<file path="src/rtl/pipeline_ctrl_pkg.sv">
// Shared definitions for the EX-stage hazard/forwarding control slice.
package pipeline_ctrl_pkg;

  localparam int REG_AW_DEFAULT = 5;

  // ALU operand source selects
  localparam logic [1:0] FWD_REGFILE = 2'b00;
  localparam logic [1:0] FWD_EXMEM   = 2'b10;
  localparam logic [1:0] FWD_MEMWB   = 2'b01;

  typedef enum logic [1:0] {
    RUN   = 2'd0,
    STALL = 2'd1,
    FLUSH = 2'd2
  } hz_state_e;

endpackage

</file>
<file path="src/rtl/hazard_stage_record.sv">
// One pipeline stage's hazard record: {valid, RegWrite, MemRead, dest, rs, rt}.
// clear wins over load so a bubble/flush always lands as an all-zero record.
module hazard_stage_record #(
  parameter int W = 18
) (
  input  logic         clk,
  input  logic         reset,
  input  logic         load,
  input  logic         clear,
  input  logic [W-1:0] rec_in,
  output logic [W-1:0] rec_out
);

  logic [W-1:0] rec_d, rec_q;

  // next record: clear to zero, load new, or hold
  always_comb begin
    rec_d = rec_q;
    if (clear)     rec_d = '0;
    else if (load) rec_d = rec_in;
  end

  // record register, synchronous reset
  always_ff @(posedge clk) begin
    if (reset) rec_q <= '0;
    else       rec_q <= rec_d;
  end

  assign rec_out = rec_q;

endmodule

</file>
<file path="src/rtl/execution_hazard_controller.sv">
// EX-stage hazard control: operand forward selects, load-use / RAW stall,
// taken-branch flush and saturating stall/flush counters. Keeps private
// EX/MEM/WB records so no extra pipeline-register fields are needed.
module execution_hazard_controller
  import pipeline_ctrl_pkg::*;
#(
  parameter int REG_AW = REG_AW_DEFAULT,
  parameter int FWD_EN = 1,
  parameter int CNT_W  = 16
) (
  input  logic              clk,
  input  logic              reset,
  input  logic              id_valid,
  input  logic [REG_AW-1:0] id_rs,
  input  logic [REG_AW-1:0] id_rt,
  input  logic              id_uses_rt,
  input  logic [REG_AW-1:0] id_dest,
  input  logic              id_RegWrite,
  input  logic              id_MemRead,
  input  logic              mem_PCSrc,
  output logic [1:0]        forward_a,
  output logic [1:0]        forward_b,
  output logic              pc_write,
  output logic              ifid_write,
  output logic              idex_bubble,
  output logic              flush_ifid,
  output logic              flush_exmem,
  output logic [CNT_W-1:0]  stall_count,
  output logic [CNT_W-1:0]  flush_count
);

  localparam int NSTG  = 3;              // 0: EX, 1: MEM, 2: WB
  localparam int REC_W = 3 + 3*REG_AW;
  localparam int V_B   = REC_W-1;
  localparam int RW_B  = REC_W-2;
  localparam int MR_B  = REC_W-3;
  localparam logic [CNT_W-1:0] CNT_MAX = {CNT_W{1'b1}};

  // a register match; $0 never matches
  function automatic logic hit(input logic en, input logic [REG_AW-1:0] dest,
                               input logic [REG_AW-1:0] src);
    return en && (dest == src) && (dest != '0);
  endfunction

  // ---------------- stage records ----------------
  logic [NSTG-1:0][REC_W-1:0] stg_in, stg_q;
  logic [NSTG-1:0]            stg_clr;
  logic [REC_W-1:0]           id_rec;

  assign id_rec = id_valid ? {1'b1, id_RegWrite, id_MemRead, id_dest, id_rs, id_rt} : '0;

  // records shift ID->EX->MEM->WB; bubble clears EX, flush clears MEM
  always_comb begin
    stg_in[0]  = id_rec;
    stg_in[1]  = stg_q[0];
    stg_in[2]  = stg_q[1];
    stg_clr[0] = idex_bubble;
    stg_clr[1] = flush_exmem;
    stg_clr[2] = 1'b0;
  end

  for (genvar g = 0; g < NSTG; g++) begin : g_rec
    hazard_stage_record #(.W(REC_W)) u_rec (
      .clk     (clk),
      .reset   (reset),
      .load    (1'b1),
      .clear   (stg_clr[g]),
      .rec_in  (stg_in[g]),
      .rec_out (stg_q[g])
    );
  end

  logic              ex_v, ex_rw, ex_mr, mem_rw, wb_rw;
  logic [REG_AW-1:0] ex_dest, ex_rs, ex_rt, mem_dest, wb_dest;

  assign ex_v     = stg_q[0][V_B];
  assign ex_rw    = stg_q[0][RW_B];
  assign ex_mr    = stg_q[0][MR_B];
  assign ex_dest  = stg_q[0][3*REG_AW-1:2*REG_AW];
  assign ex_rs    = stg_q[0][2*REG_AW-1:REG_AW];
  assign ex_rt    = stg_q[0][REG_AW-1:0];
  assign mem_rw   = stg_q[1][RW_B];
  assign mem_dest = stg_q[1][3*REG_AW-1:2*REG_AW];
  assign wb_rw    = stg_q[2][RW_B];
  assign wb_dest  = stg_q[2][3*REG_AW-1:2*REG_AW];

  logic unused_fields;
  assign unused_fields = ^{stg_q[1][V_B], stg_q[1][MR_B], stg_q[1][2*REG_AW-1:0],
                           stg_q[2][V_B], stg_q[2][MR_B], stg_q[2][2*REG_AW-1:0]};

  // ---------------- forwarding ----------------
  // EX/MEM result is newer than MEM/WB, so it takes priority
  always_comb begin
    forward_a = FWD_REGFILE;
    forward_b = FWD_REGFILE;
    if (FWD_EN != 0 && ex_v) begin
      if (hit(mem_rw, mem_dest, ex_rs))     forward_a = FWD_EXMEM;
      else if (hit(wb_rw, wb_dest, ex_rs))  forward_a = FWD_MEMWB;
      if (hit(mem_rw, mem_dest, ex_rt))     forward_b = FWD_EXMEM;
      else if (hit(wb_rw, wb_dest, ex_rt))  forward_b = FWD_MEMWB;
    end
  end

  // ---------------- hazard detect ----------------
  hz_state_e state_d, state_q;
  logic      dep_ex_ld, dep_ex_wr, dep_mem_wr, hazard, take_br;

  assign dep_ex_ld  = hit(ex_mr, ex_dest, id_rs)  || (id_uses_rt && hit(ex_mr, ex_dest, id_rt));
  assign dep_ex_wr  = hit(ex_rw, ex_dest, id_rs)  || (id_uses_rt && hit(ex_rw, ex_dest, id_rt));
  assign dep_mem_wr = hit(mem_rw, mem_dest, id_rs) || (id_uses_rt && hit(mem_rw, mem_dest, id_rt));

  // WB is not checked: the register file writes before it reads.
  // The cycle after a flush holds only flushed records, so nothing can hazard.
  assign hazard  = id_valid && (state_q != FLUSH) &&
                   ((FWD_EN != 0) ? dep_ex_ld : (dep_ex_wr || dep_mem_wr));
  assign take_br = mem_PCSrc && (state_q != FLUSH);

  // control outputs: flush beats stall
  always_comb begin
    pc_write    = 1'b1;
    ifid_write  = 1'b1;
    idex_bubble = 1'b0;
    flush_ifid  = 1'b0;
    flush_exmem = 1'b0;
    if (take_br) begin
      idex_bubble = 1'b1;
      flush_ifid  = 1'b1;
      flush_exmem = 1'b1;
    end else if (hazard) begin
      pc_write    = 1'b0;
      ifid_write  = 1'b0;
      idex_bubble = 1'b1;
    end
  end

  // ---------------- state and counters ----------------
  logic [CNT_W-1:0] stall_cnt_d, stall_cnt_q, flush_cnt_d, flush_cnt_q;

  // next state and saturating counter updates
  always_comb begin
    if (take_br)     state_d = FLUSH;
    else if (hazard) state_d = STALL;
    else             state_d = RUN;
    stall_cnt_d = stall_cnt_q;
    flush_cnt_d = flush_cnt_q;
    if (!pc_write && stall_cnt_q != CNT_MAX) stall_cnt_d = stall_cnt_q + CNT_W'(1);
    if (take_br && flush_cnt_q != CNT_MAX)   flush_cnt_d = flush_cnt_q + CNT_W'(1);
  end

  // FSM state and counters, synchronous reset back to RUN
  always_ff @(posedge clk) begin
    if (reset) begin
      state_q     <= RUN;
      stall_cnt_q <= '0;
      flush_cnt_q <= '0;
    end else begin
      state_q     <= state_d;
      stall_cnt_q <= stall_cnt_d;
      flush_cnt_q <= flush_cnt_d;
    end
  end

  assign stall_count = stall_cnt_q;
  assign flush_count = flush_cnt_q;

endmodule
</file>
<file path="config.mk">
export PLATFORM = sky130hd
export DESIGN_NAME = execution_hazard_controller
export DESIGN_NICKNAME = d
export VERILOG_FILES = /design/src/rtl/pipeline_ctrl_pkg.sv /design/src/rtl/hazard_stage_record.sv /design/src/rtl/execution_hazard_controller.sv
export SDC_FILE = /design/constraint.sdc
export NUM_CORES = 1
export LEC_CHECK = 0
export ABC_AREA = 1
export CELL_PAD_IN_SITES_DETAIL_PLACEMENT = 0
export CELL_PAD_IN_SITES_GLOBAL_PLACEMENT = 1
export CORE_MARGIN = 2
export CORE_UTILIZATION = 35
export CTS_CLUSTER_SIZE = 28
export DETAILED_ROUTE_END_ITERATION = 8
export GPL_TIMING_DRIVEN = 0
export MAX_ROUTING_LAYER = met4
export PLACE_DENSITY_LB_ADDON = 0.2
export SETUP_SLACK_MARGIN = 0.5
export SLEW_MARGIN = 25
export SYNTH_ARGS = -nofsm -noshare
export SYNTH_HDL_FRONTEND = slang
export SYNTH_SLANG_ARGS = --single-unit
</file>
<file path="constraint.sdc">
create_clock -name clk -period 2.3 [get_ports clk]
set_input_delay 0.23 -clock clk [delete_from_list [all_inputs] [get_ports clk]]
set_output_delay 0.23 -clock clk [all_outputs]
set_load 0.03 [all_outputs]
</file>
==> run_results.csv <==
group,metric,value,unit
outcome,outcome,"finished clean",
sta,tightest_slew,0.522,ns
placement,numPortBuffers,62,
placement,dp_cells,626,
clock_tree,clockBufferDepth,2,
yosys,synth-xor-area-share,7.00,%
clock_tree,cts-root-buf,"clkbuf_8",
yosys,synthAdderAreaFrac,0.769,%
critical_path,path_max_fanout,3,
global_route,grt_pass1_vias,2740,
global_route,grt_antenna_before_repair,0,
sta,min_period_over_period,76.6,%
floorplan,core_area,9110,µm²
critical_path,required,2.07,ns
cells_and_area,fin_area,4400,µm²
cells_and_area,mostFrequentLayoutCell,"nand2_1",
clock_tree,cts_buffers,9,
power_and_ir_drop,clockPowerShare,45.4,%
placement,dpl_cell_area,4020,µm²
sta,finalHoldViolCount,0,
clock_tree,insertion_delay,0.34,ns
sta,skew,0.00705,ns
power_and_ir_drop,powerDensity,557,nW/µm²
sta,finalSetupViolCount,0,
cells_and_area,fin_util,48.4,%
clock_tree,cts_num_sinks,64,
detailed_routing,ant_nets,0,
yosys,synthMuxAreaShare,0,%
floorplan,ioPinCount,63,
yosys,syn_nets,477,
cells_and_area,diodes,0,
yosys,syn_inst,453,
floorplan,initial_core_util,35.7,%
yosys,synth_top_family_by_area,"simple AND/OR/NAND/NOR gates",
global_route,grt_overflow,0,
detailed_routing,drt_iter0_markers,91,
global_route,grt_max_degree,12,
cells_and_area,fill_cells,956,
critical_path,critPathArrivalTime,1.53,ns
sta,period_minus_slack,1.76,ns
sta,max_slew_margin,65.2,%
global_route,grt_pass1_wl,13.0,mm
cells_and_area,drive_gt1_share,24.3,%
yosys,synth.ff_latch_count,64,
critical_path,worstSetupPathType,"in -> out",
cells_and_area,final_cell_mix,"nand2_1, nor2_1, inv_1",
sta,rsz0062_at_grt,"true",
yosys,seq_area_frac_synth,39.4,%
power_and_ir_drop,ir_drop,224,µV
power_and_ir_drop,intPower,0.00188,W
floorplan,num_rows,35,
power_and_ir_drop,netSwitchingPower,0.000570,W
sta,finalMaxSlewViolations,0,
global_route,grtUsageTotal,16.8,%
cells_and_area,layout.nets,559,
detailed_routing,wl_per_cell,12.1,µm
power_and_ir_drop,pwr-share-comb,8.0,%
clock_tree,cts_tree,"built",
detailed_routing,vias,2990,
job,maxCapViolCount,0,
clock_tree,holdBufCountCts,0,
power_and_ir_drop,swShare,23.2,%
placement,dp_hpwl,5.99,mm
yosys,yosysUniqueCellTypes,40,
yosys,synthSimpleGateAreaFrac,33.1,%
detailed_routing,routed_wl,7.90,mm
sta,max_freq,567,MHz
yosys,yosys_warnings,0,
floorplan,die_w,100,µm
critical_path,end_kind,"output port",
clock_tree,h-tree-depth,3,
cells_and_area,area_delta_synth_final,35.3,%
power_and_ir_drop,p_leak,1.79,nW
detailed_routing,vias_per_cell,4.59,
placement,place.gp.congestion,0.861,
yosys,synthesis.area,3250,µm²
cells_and_area,stdcell_count,651,
yosys,synth-compound-area-share,9.80,%
yosys,avgSynthCellArea,7.18,µm²
floorplan,die_h,100,µm
critical_path,critPathMaxStageDelay,0.48,ns
min_path,min-delay-path-class,"in -> reg",
critical_path,crit_path_top_delay_cell,"clkdlybuf4s50_1",
critical_path,start_kind,"input port",
floorplan,die_area,10100,µm²
critical_path,path_cells,"clkdlybuf4s50_1 -> inv_1 -> nand2_1 -> nand2_1 -> nor2_2 -> nand3_2 -> nand2_4 -> nand2_1 -> nand2_1 -> buf_2",
detailed_routing,route.detailed.drc,0,
clock_tree,clkSlewWorstSetupHoldPaths,0.07,ns
critical_path,crit_top_cell,"nand2_1",
detailed_routing,drtPass1Iterations,4,
power_and_ir_drop,pwr-share-seq,46.6,%
-- per-layer routing --
| metal | wire [µm] | vias up | part of all wire, % | track usage (%) |
|---|---|---|---|---|
| met3 | 277 | 8 | 3.5 | 2.65 |
| met4 | 107 | 0 | 1.4 | 6.64 |
| met5 | 0 | - | 0 | - |
| met2 | 3530 | 49 | 45 | 25.6 |
| met1 | 3990 | 1343 | 50 | 22.3 |
| li1 | - | 1590 | - | - |
-- flip-flops by register name (all words and copies together) (netlist names) --
| signal | cells |
|---|---|
| flush_count | 16 |
| g_rec.u_rec.rec_out | 30 |
| stall_count | 16 |
| state_q | 2 |
-- critical path, delay by kind of cell --
kind | cells | cell delay (ns)
buffers and inverters | 3 | 0.74
AND/OR/NAND/NOR | 7 | 0.56
-- timing repair --
item	4_1_cts	5_1_grt
pin swaps	2	12
endpoints found under the setup margin	30	35
buffers inserted	2	7
gates resized for setup	54	42
-- synth_stat cells --
cell type | count | area, µm²
or2_2 | 1 | 6.26
dfxtp_1 | 64 | 1280
nand2_4 | 1 | 11.3
o21ai_1 | 6 | 30.0
nand4_1 | 4 | 25.0
inv_2 | 12 | 45.0
nand3_1 | 21 | 105
o211ai_1 | 1 | 7.51
ha_1 | 2 | 25.0
nand3b_1 | 1 | 7.51
buf_2 | 3 | 15.0
nor2_1 | 70 | 263
nor2_4 | 1 | 11.3
xnor2_1 | 12 | 105
buf_12 | 1 | 20.0
nand4_2 | 2 | 25.0
o21bai_1 | 1 | 7.51
nand2_2 | 17 | 106
a21oi_1 | 16 | 80.1
dlygate4sd1_1 | 1 | 8.76
buf_4 | 3 | 22.5
o22ai_1 | 4 | 25.0
a211oi_1 | 3 | 22.5
nand3_4 | 1 | 17.5
nor3b_1 | 1 | 7.51
nor3_2 | 1 | 10.0
nor4_1 | 2 | 12.5
nor3_1 | 18 | 90.1
inv_1 | 52 | 195
buf_6 | 1 | 11.3
o211a_1 | 1 | 10.0
xor2_1 | 14 | 123
nand3_2 | 2 | 20.0
nand2_1 | 87 | 327
and2_1 | 1 | 6.26
clkbuf_1 | 2 | 7.51
a21oi_2 | 10 | 87.6
o2111ai_1 | 1 | 8.76
nor2_2 | 4 | 25.0
o21ai_0 | 8 | 40.0
-- logic make-up after synthesis --
kind of cell	count (synthesis)
compound gates	51
flops	64
simple gates	235
buf+inv	75
fa+ha+maj	2
xor+xnor	26
-- stage by stage --
step	power, W	setup WS [ns]	setup TNS, ns	hold slack [ns]
final	0.00245	0.538	0	0.173
after global routing	0.00255	0.431	0	0.201
after CTS	0.00248	0.331	0	0.294
after detailed placement	0.00136	-0.0164	-0.0248	0.417
after global placement	0.00136	0.00152	0	0.416
after floorplan	0.00127	0.517	0	0.342
-- power groups by stage --
stage	registers, W	logic, W	clock network, W
global route	0.00115	0.000218	0.00119
finish	0.00114	0.000196	0.00111
detailed placement	0.00117	0.000190	0
global placement	0.00117	0.000189	0
floorplan	0.00117	0.000104	0
CTS	0.00114	0.000190	0.00115
-- layout make-up --
class | instances | area (µm²) | share of cell area [%]
Multi-Input combinational cell | 314 | 1720 | 39.1
Sequential cell | 64 | 1310 | 29.6
Timing Repair Buffer | 71 | 674 | 15.3
Inverter | 64 | 240 | 5.45
Clock buffer | 12 | 155 | 3.52
Tap cell | 111 | 139 | 3.15
Buffer | 11 | 92.6 | 2.10
Clock inverter | 4 | 76.3 | 1.73
-- path summary, 6_finish.rpt --
path | start | endpoint | slack (ns) | cells past startpoint
min | id_rt[2] | g_rec[0].u_rec.rec_out[2]$_SDFF_PP0_ | 0.17 | 3
min reg2reg | g_rec[0].u_rec.rec_out[16]$_SDFF_PP0_ | g_rec[1].u_rec.rec_out[16]$_SDFF_PP0_ | 0.43 | 2
max | id_rt[1] | idex_bubble | 0.54 | 10
max reg2reg | stall_count[0]$_SDFFE_PP0P_ | stall_count[10]$_SDFFE_PP0P_ | 0.59 | 10
Note: power is estimated with default switching activity, not from simulation.
